===== src/rtl/sr_flipflop_bank.sv =====
// sr_flipflop_bank: a bank of WIDTH edge-triggered SR flip-flops with one shared
// clock enable. Each channel has a configurable S=R=1 policy. A sticky flag and a
// saturating counter record cycles in which a channel saw both set and reset.

// Per-channel next-state decode. This block is purely combinational, and the
// bank registers its result.
module sr_ff_lane #(
    parameter int CONFLICT_MODE = 0
) (
    input  logic i_q,
    input  logic i_s,
    input  logic i_r,
    output logic o_d
);

    // Select the next value from {s,r}. S=R=1 follows the configured policy.
    always_comb begin
        o_d = i_q;
        case ({i_s, i_r})
            2'b10: o_d = 1'b1;
            2'b01: o_d = 1'b0;
            2'b11: begin
                case (CONFLICT_MODE)
                    1:       o_d = 1'b1;
                    2:       o_d = 1'b0;
                    3:       o_d = ~i_q;
                    default: o_d = i_q;
                endcase
            end
            default: o_d = i_q;
        endcase
    end

endmodule

module sr_flipflop_bank #(
    parameter int              WIDTH         = 8,
    parameter int              CONFLICT_MODE = 0,
    parameter int              CNT_WIDTH     = 8,
    parameter logic [WIDTH-1:0] RESET_VAL    = '0
) (
    input  logic                 clk,
    input  logic                 rst_n,
    input  logic                 en,
    input  logic [WIDTH-1:0]     s,
    input  logic [WIDTH-1:0]     r,
    input  logic                 clr_flag,
    output logic [WIDTH-1:0]     q,
    output logic [WIDTH-1:0]     qbar,
    output logic                 conflict,
    output logic [CNT_WIDTH-1:0] conflict_cnt,
    output logic                 changed
);

    localparam logic [CNT_WIDTH-1:0] CNT_MAX = '1;

    logic [WIDTH-1:0]     r_q;
    logic                 r_changed;
    logic                 r_conflict;
    logic [CNT_WIDTH-1:0] r_cnt;
    logic [WIDTH-1:0]     w_d;
    logic                 w_hit;

    // Each channel gets its own decoder instance.
    for (genvar gi = 0; gi < WIDTH; gi++) begin : g_lane
        sr_ff_lane #(.CONFLICT_MODE(CONFLICT_MODE)) u_lane (
            .i_q (r_q[gi]),
            .i_s (s[gi]),
            .i_r (r[gi]),
            .o_d (w_d[gi])
        );
    end

    assign w_hit = en & (|(s & r));

    // Flip-flop state and the change pulse. A frozen (en=0) cycle never pulses.
    always_ff @(posedge clk or negedge rst_n) begin
        if (!rst_n) begin
            r_q       <= RESET_VAL;
            r_changed <= 1'b0;
        end else if (en) begin
            r_q       <= w_d;
            r_changed <= (w_d != r_q);
        end else begin
            r_changed <= 1'b0;
        end
    end

    // Conflict monitor. clr_flag works independently of en. A hit that lands
    // in the same cycle as a clear is still recorded.
    always_ff @(posedge clk or negedge rst_n) begin
        if (!rst_n) begin
            r_conflict <= 1'b0;
            r_cnt      <= '0;
        end else if (clr_flag) begin
            r_conflict <= w_hit;
            r_cnt      <= w_hit ? CNT_WIDTH'(1) : '0;
        end else if (w_hit) begin
            r_conflict <= 1'b1;
            if (r_cnt != CNT_MAX) r_cnt <= r_cnt + CNT_WIDTH'(1);
        end
    end

    assign q            = r_q;
    assign qbar         = ~r_q;
    assign conflict     = r_conflict;
    assign conflict_cnt = r_cnt;
    assign changed      = r_changed;

endmodule


===== config.mk =====
export PLATFORM = sky130hd
export DESIGN_NAME = sr_flipflop_bank
export DESIGN_NICKNAME = d
export VERILOG_FILES = /design/src/rtl/sr_flipflop_bank.sv
export SDC_FILE = /design/constraint.sdc
export NUM_CORES = 1
export LEC_CHECK = 0
export CAP_MARGIN = 10
export CELL_PAD_IN_SITES_DETAIL_PLACEMENT = 1
export CELL_PAD_IN_SITES_GLOBAL_PLACEMENT = 1
export CORE_AREA = 3 3 68 70
export DETAILED_ROUTE_END_ITERATION = 16
export DIE_AREA = 0 0 71 73
export PLACE_DENSITY_LB_ADDON = 0.1
export SETUP_SLACK_MARGIN = 0.4
export SLEW_MARGIN = 20
export SYNTH_ARGS = -nofsm -noshare
export SYNTH_HDL_FRONTEND = slang
export SYNTH_SLANG_ARGS = --single-unit

===== constraint.sdc =====
create_clock -name clk -period 1.8 [get_ports clk]
set_input_delay 0.54 -clock clk [delete_from_list [all_inputs] [get_ports clk]]
set_output_delay 0.54 -clock clk [all_outputs]
set_load 0.05 [all_outputs]

==> impl_metrics.prom <==
# TYPE chip_impl_metric gauge
chip_impl_metric{name="post_route_cells_drive_above_1_share",unit="%"} 59.8
chip_impl_metric{name="hold_buffers",unit=""} 0
chip_impl_metric{name="vias",unit=""} 1397
chip_impl_info{name="synth_commonest_cells",value="sky130_fd_sc_hd__inv_1, sky130_fd_sc_hd__dfrtp_1, sky130_fd_sc_hd__ha_1"} 1
chip_impl_metric{name="area_fraction_of_the_dominant_cell_type_after_synthesis",unit="%"} 33.9
chip_impl_metric{name="max-clock-path-buffers",unit=""} 2
chip_impl_metric{name="netlist_instances",unit=""} 143
chip_impl_metric{name="finalSetupTns",unit="ns"} -0.232
chip_impl_metric{name="mappedNetlistArea",unit="um^2"} 1330
chip_impl_info{name="violated_checks",value="negative setup slack"} 1
chip_impl_info{name="yosysMostFrequentCell",value="sky130_fd_sc_hd__inv_1"} 1
chip_impl_metric{name="wirelength",unit="um"} 4870
chip_impl_info{name="yosys_most_used_dff",value="sky130_fd_sc_hd__dfrtp_1"} 1
chip_impl_metric{name="worstPathRequired",unit="ns"} 1.96
chip_impl_metric{name="cts-buffers-inserted",unit=""} 3
chip_impl_metric{name="grt_antenna_before_repair",unit=""} 0
chip_impl_metric{name="antenna_violating_nets_post_route",unit=""} 0
chip_impl_info{name="endpoint_kind",value="flop"} 1
chip_impl_metric{name="skew",unit="ns"} 0.00219
chip_impl_metric{name="met1Wirelength",unit="um"} 1870
chip_impl_metric{name="drtIter0Drc",unit=""} 40
chip_impl_metric{name="initial_core_util",unit="%"} 33.0
chip_impl_metric{name="syn_avg_cell_area",unit="um^2"} 9.29
chip_impl_info{name="timing.hold.worst.class",value="flop to flop"} 1
chip_impl_metric{name="io_pins",unit=""} 46
chip_impl_metric{name="maxCapViolCount",unit=""} 0
chip_impl_info{name="tritoncts",value="yes"} 1
chip_impl_metric{name="area.sequential",unit="um^2"} 460
chip_impl_metric{name="slew_headroom",unit="%"} 74.0
chip_impl_metric{name="max_freq",unit="MHz"} 534
chip_impl_metric{name="critical_path_peak_fanout",unit=""} 8
chip_impl_metric{name="routed-wl-met3",unit="um"} 167
chip_impl_metric{name="drt-pass1-iter-count",unit=""} 4
chip_impl_metric{name="slew_viol_final",unit=""} 0
chip_impl_metric{name="yosysUniqueCellTypes",unit=""} 36
chip_impl_metric{name="ys_seq_area_share",unit="%"} 33.9
chip_impl_metric{name="synth-seq-cells",unit=""} 18
chip_impl_metric{name="cp.arrival",unit="ns"} 2.03
chip_impl_metric{name="cts.sinks",unit=""} 18
chip_impl_info{name="startpoint_type",value="primary input"} 1
chip_impl_metric{name="ir_drop",unit="uV"} 591
chip_impl_metric{name="finalHoldViolCount",unit=""} 0
chip_impl_metric{name="grt_max_degree",unit=""} 19
chip_impl_metric{name="num-fill-cells",unit=""} 418
chip_impl_metric{name="timing_worst_slew_pin_value",unit="ns"} 0.385
chip_impl_metric{name="wl_met2",unit="um"} 2790
chip_impl_metric{name="number_of_synthesized_flops_with_an_enable_pin",unit=""} 0
chip_impl_metric{name="fin_crit_sh",unit="%"} 104
chip_impl_metric{name="grt_first_pass_wirelength",unit="um"} 7930
chip_impl_metric{name="standard_cell_rows",unit=""} 23
chip_impl_metric{name="rd_place_congestion",unit=""} 0.763
chip_impl_metric{name="drt-vias-per-instance",unit=""} 5.19
chip_impl_metric{name="clk_pin_slew",unit="ns"} 0.07
chip_impl_metric{name="utilization",unit="%"} 63.8
chip_impl_metric{name="cellPowerDensity",unit="nW/um^2"} 677
chip_impl_info{name="yosys.area.top_type",value="sky130_fd_sc_hd__dfrtp_1"} 1
chip_impl_metric{name="setup_viol",unit=""} 4
chip_impl_metric{name="leakage",unit="nW"} 1.13
chip_impl_metric{name="area_overhead_of_the_layout_relative_to_synthesis",unit="%"} 93.5
chip_impl_info{name="worstSetupPathType",value="primary input to flop"} 1
chip_impl_metric{name="die_x_extent",unit="um"} 71
chip_impl_metric{name="post_drt_wl_per_cell",unit="um"} 18.1
chip_impl_info{name="crit_chain",value="buf_6 > buf_6 > ha_4 > or4_4 > o21ai_4 > buf_6 > buf_16 > o211ai_1 > o311ai_1"} 1
chip_impl_metric{name="via_count_of_the_first_global_routing_pass",unit=""} 1595
chip_impl_metric{name="number_of_inserted_diodes",unit=""} 0
chip_impl_metric{name="dp_hpwl",unit="um"} 3360
chip_impl_info{name="cp_slowest_cell",value="sky130_fd_sc_hd__or4_4"} 1
chip_impl_info{name="highest-signal-layer",value="met4"} 1
chip_impl_metric{name="gr-usage-all-layers",unit="%"} 19.5
chip_impl_metric{name="clk_latency",unit="ns"} 0.26
chip_impl_metric{name="syn_nets",unit=""} 180
chip_impl_metric{name="yosys_warnings",unit=""} 0
chip_impl_metric{name="critical-path-max-stage-delay",unit="ns"} 0.50
chip_impl_info{name="setup_repair_after_global_routing_missed_its_margin",value="yes"} 1
chip_impl_metric{name="floorplan.die.height",unit="um"} 73
chip_impl_metric{name="multiInputGateArea",unit="um^2"} 900
chip_impl_metric{name="clock_tree.htree_level_count",unit=""} 1
chip_impl_info{name="cts_root_buffer",value="sky130_fd_sc_hd__clkbuf_8"} 1
chip_impl_metric{name="portBuffers",unit=""} 45
chip_impl_metric{name="timing.final.crit_period",unit="ns"} 1.87
chip_impl_metric{name="design.core.area",unit="um^2"} 4030
chip_impl_metric{name="fin_nets",unit=""} 258
chip_impl_info{name="run_status",value="finished, violations left"} 1
chip_impl_metric{name="global_route.overflow_total",unit=""} 0
chip_impl_metric{name="final_critical_path_setup_slack",unit="ns"} -0.0721
chip_impl_metric{name="synthArstFlopShare",unit="%"} 100
chip_impl_metric{name="dieArea",unit="um^2"} 5180
chip_impl_info{name="crit_top_cell",value="sky130_fd_sc_hd__buf_6"} 1
chip_impl_info{name="ys_top_cells_by_area",value="sky130_fd_sc_hd__dfrtp_1, sky130_fd_sc_hd__ha_1, sky130_fd_sc_hd__inv_1"} 1
chip_impl_metric{name="route.detailed.drc",unit=""} 0
==> cells in the final DEF, fill, tap and decap left out, types with 8 or more instances in the layout <==
master                    Yosys  routed
sky130_fd_sc_hd__buf_4        8      31
sky130_fd_sc_hd__buf_6        1      13
sky130_fd_sc_hd__ha_4         0      10
sky130_fd_sc_hd__buf_2        0       8
sky130_fd_sc_hd__nand2_1      9       9
sky130_fd_sc_hd__inv_1       25      13
sky130_fd_sc_hd__inv_2        0      10
sky130_fd_sc_hd__dfrtp_2      0       8
sky130_fd_sc_hd__dfrtp_1     18      10
sky130_fd_sc_hd__buf_12       0      25
==> final cells by class <==
class	instances	share of cell area, %
Multi-Input combinational cell	90	35.0
Inverter	25	4.33
Clock buffer	3	1.61
Tap cell	50	2.43
Sequential cell	18	17.9
Timing Repair Buffer	83	38.7
==> flip-flops by register name, indices dropped and copies added, names as in the netlist <==
| name | flops |
|---|---|
| q | 8 |
| conflict_cnt | 8 |
| conflict | 1 |
| changed | 1 |
==> worst max-delay path: cells and delay by family <==
kind	cells	cell delay, ns
AND/OR/NAND/NOR	1	0.50
AO/OA/AOI/OAI	3	0.38
adder cells (fa/ha/maj)	1	0.14
buffers and inverters	4	0.45
==> logic make-up after synthesis <==
kind of cell               count (synthesis)  synth area share, %
AOI/OAI and AO/OA                         39                 21.7
xor gates and xnor gates                   4                 2.64
adders and majority gates                 17                 16.0
buffers and inverters                     35                 12.7
DFF                                       18                 33.9
and+or+nand+nor                           30                 13.1
==> routing by layer <==
metal,vias up,GRT usage [%]
li1,662,-
met1,702,21.2
met2,29,38.7
met3,4,3.86
met4,0,4.18
met5,-,0
==> power breakdown <==
| part | total (mW) | switching (mW) | internal [mW] |
|---|---|---|---|
| sequential | 0.500 | 0.0528 | 0.447 |
| clock | 0.300 | 0.151 | 0.149 |
| combinational | 0.940 | 0.476 | 0.464 |
==> final timing paths <==
path	from	endpoint	slack [ns]	cells after the start
setup / recovery	r[0]	conflict_cnt[0]	-0.07	9
hold / removal	conflict	conflict	0.53	1
setup reg to reg	conflict_cnt[0]	conflict_cnt[4]	0.06	6
hold reg to reg	conflict	conflict	0.53	1
max in group asynchronous	rst_n	conflict_cnt[0]	0.96	2
min in group asynchronous	rst_n	q[2]	0.62	2
==> metrics by stage <==
step	total power, mW	hold WS [ns]	cell area [um^2]	setup WS (ns)	std cells
floorplan	0.918	0.244	1410	-0.0448	143
global placement	1.32	0.472	2260	-0.673	250
detailed placement	1.34	0.498	2260	-0.785	250
CTS	1.71	0.514	2510	-0.0412	267
global route	1.82	0.573	2570	-0.0946	269
finish	1.74	0.527	2570	-0.0721	269
==> repair_timing <==
action                     4_1_cts  5_1_grt
buffers inserted                13        2
pin swaps                       19       10
gates cloned                     1        0
gates resized for setup        107       13
setup endpoints to repair       41       41
(Power assumes the default switching activity.)
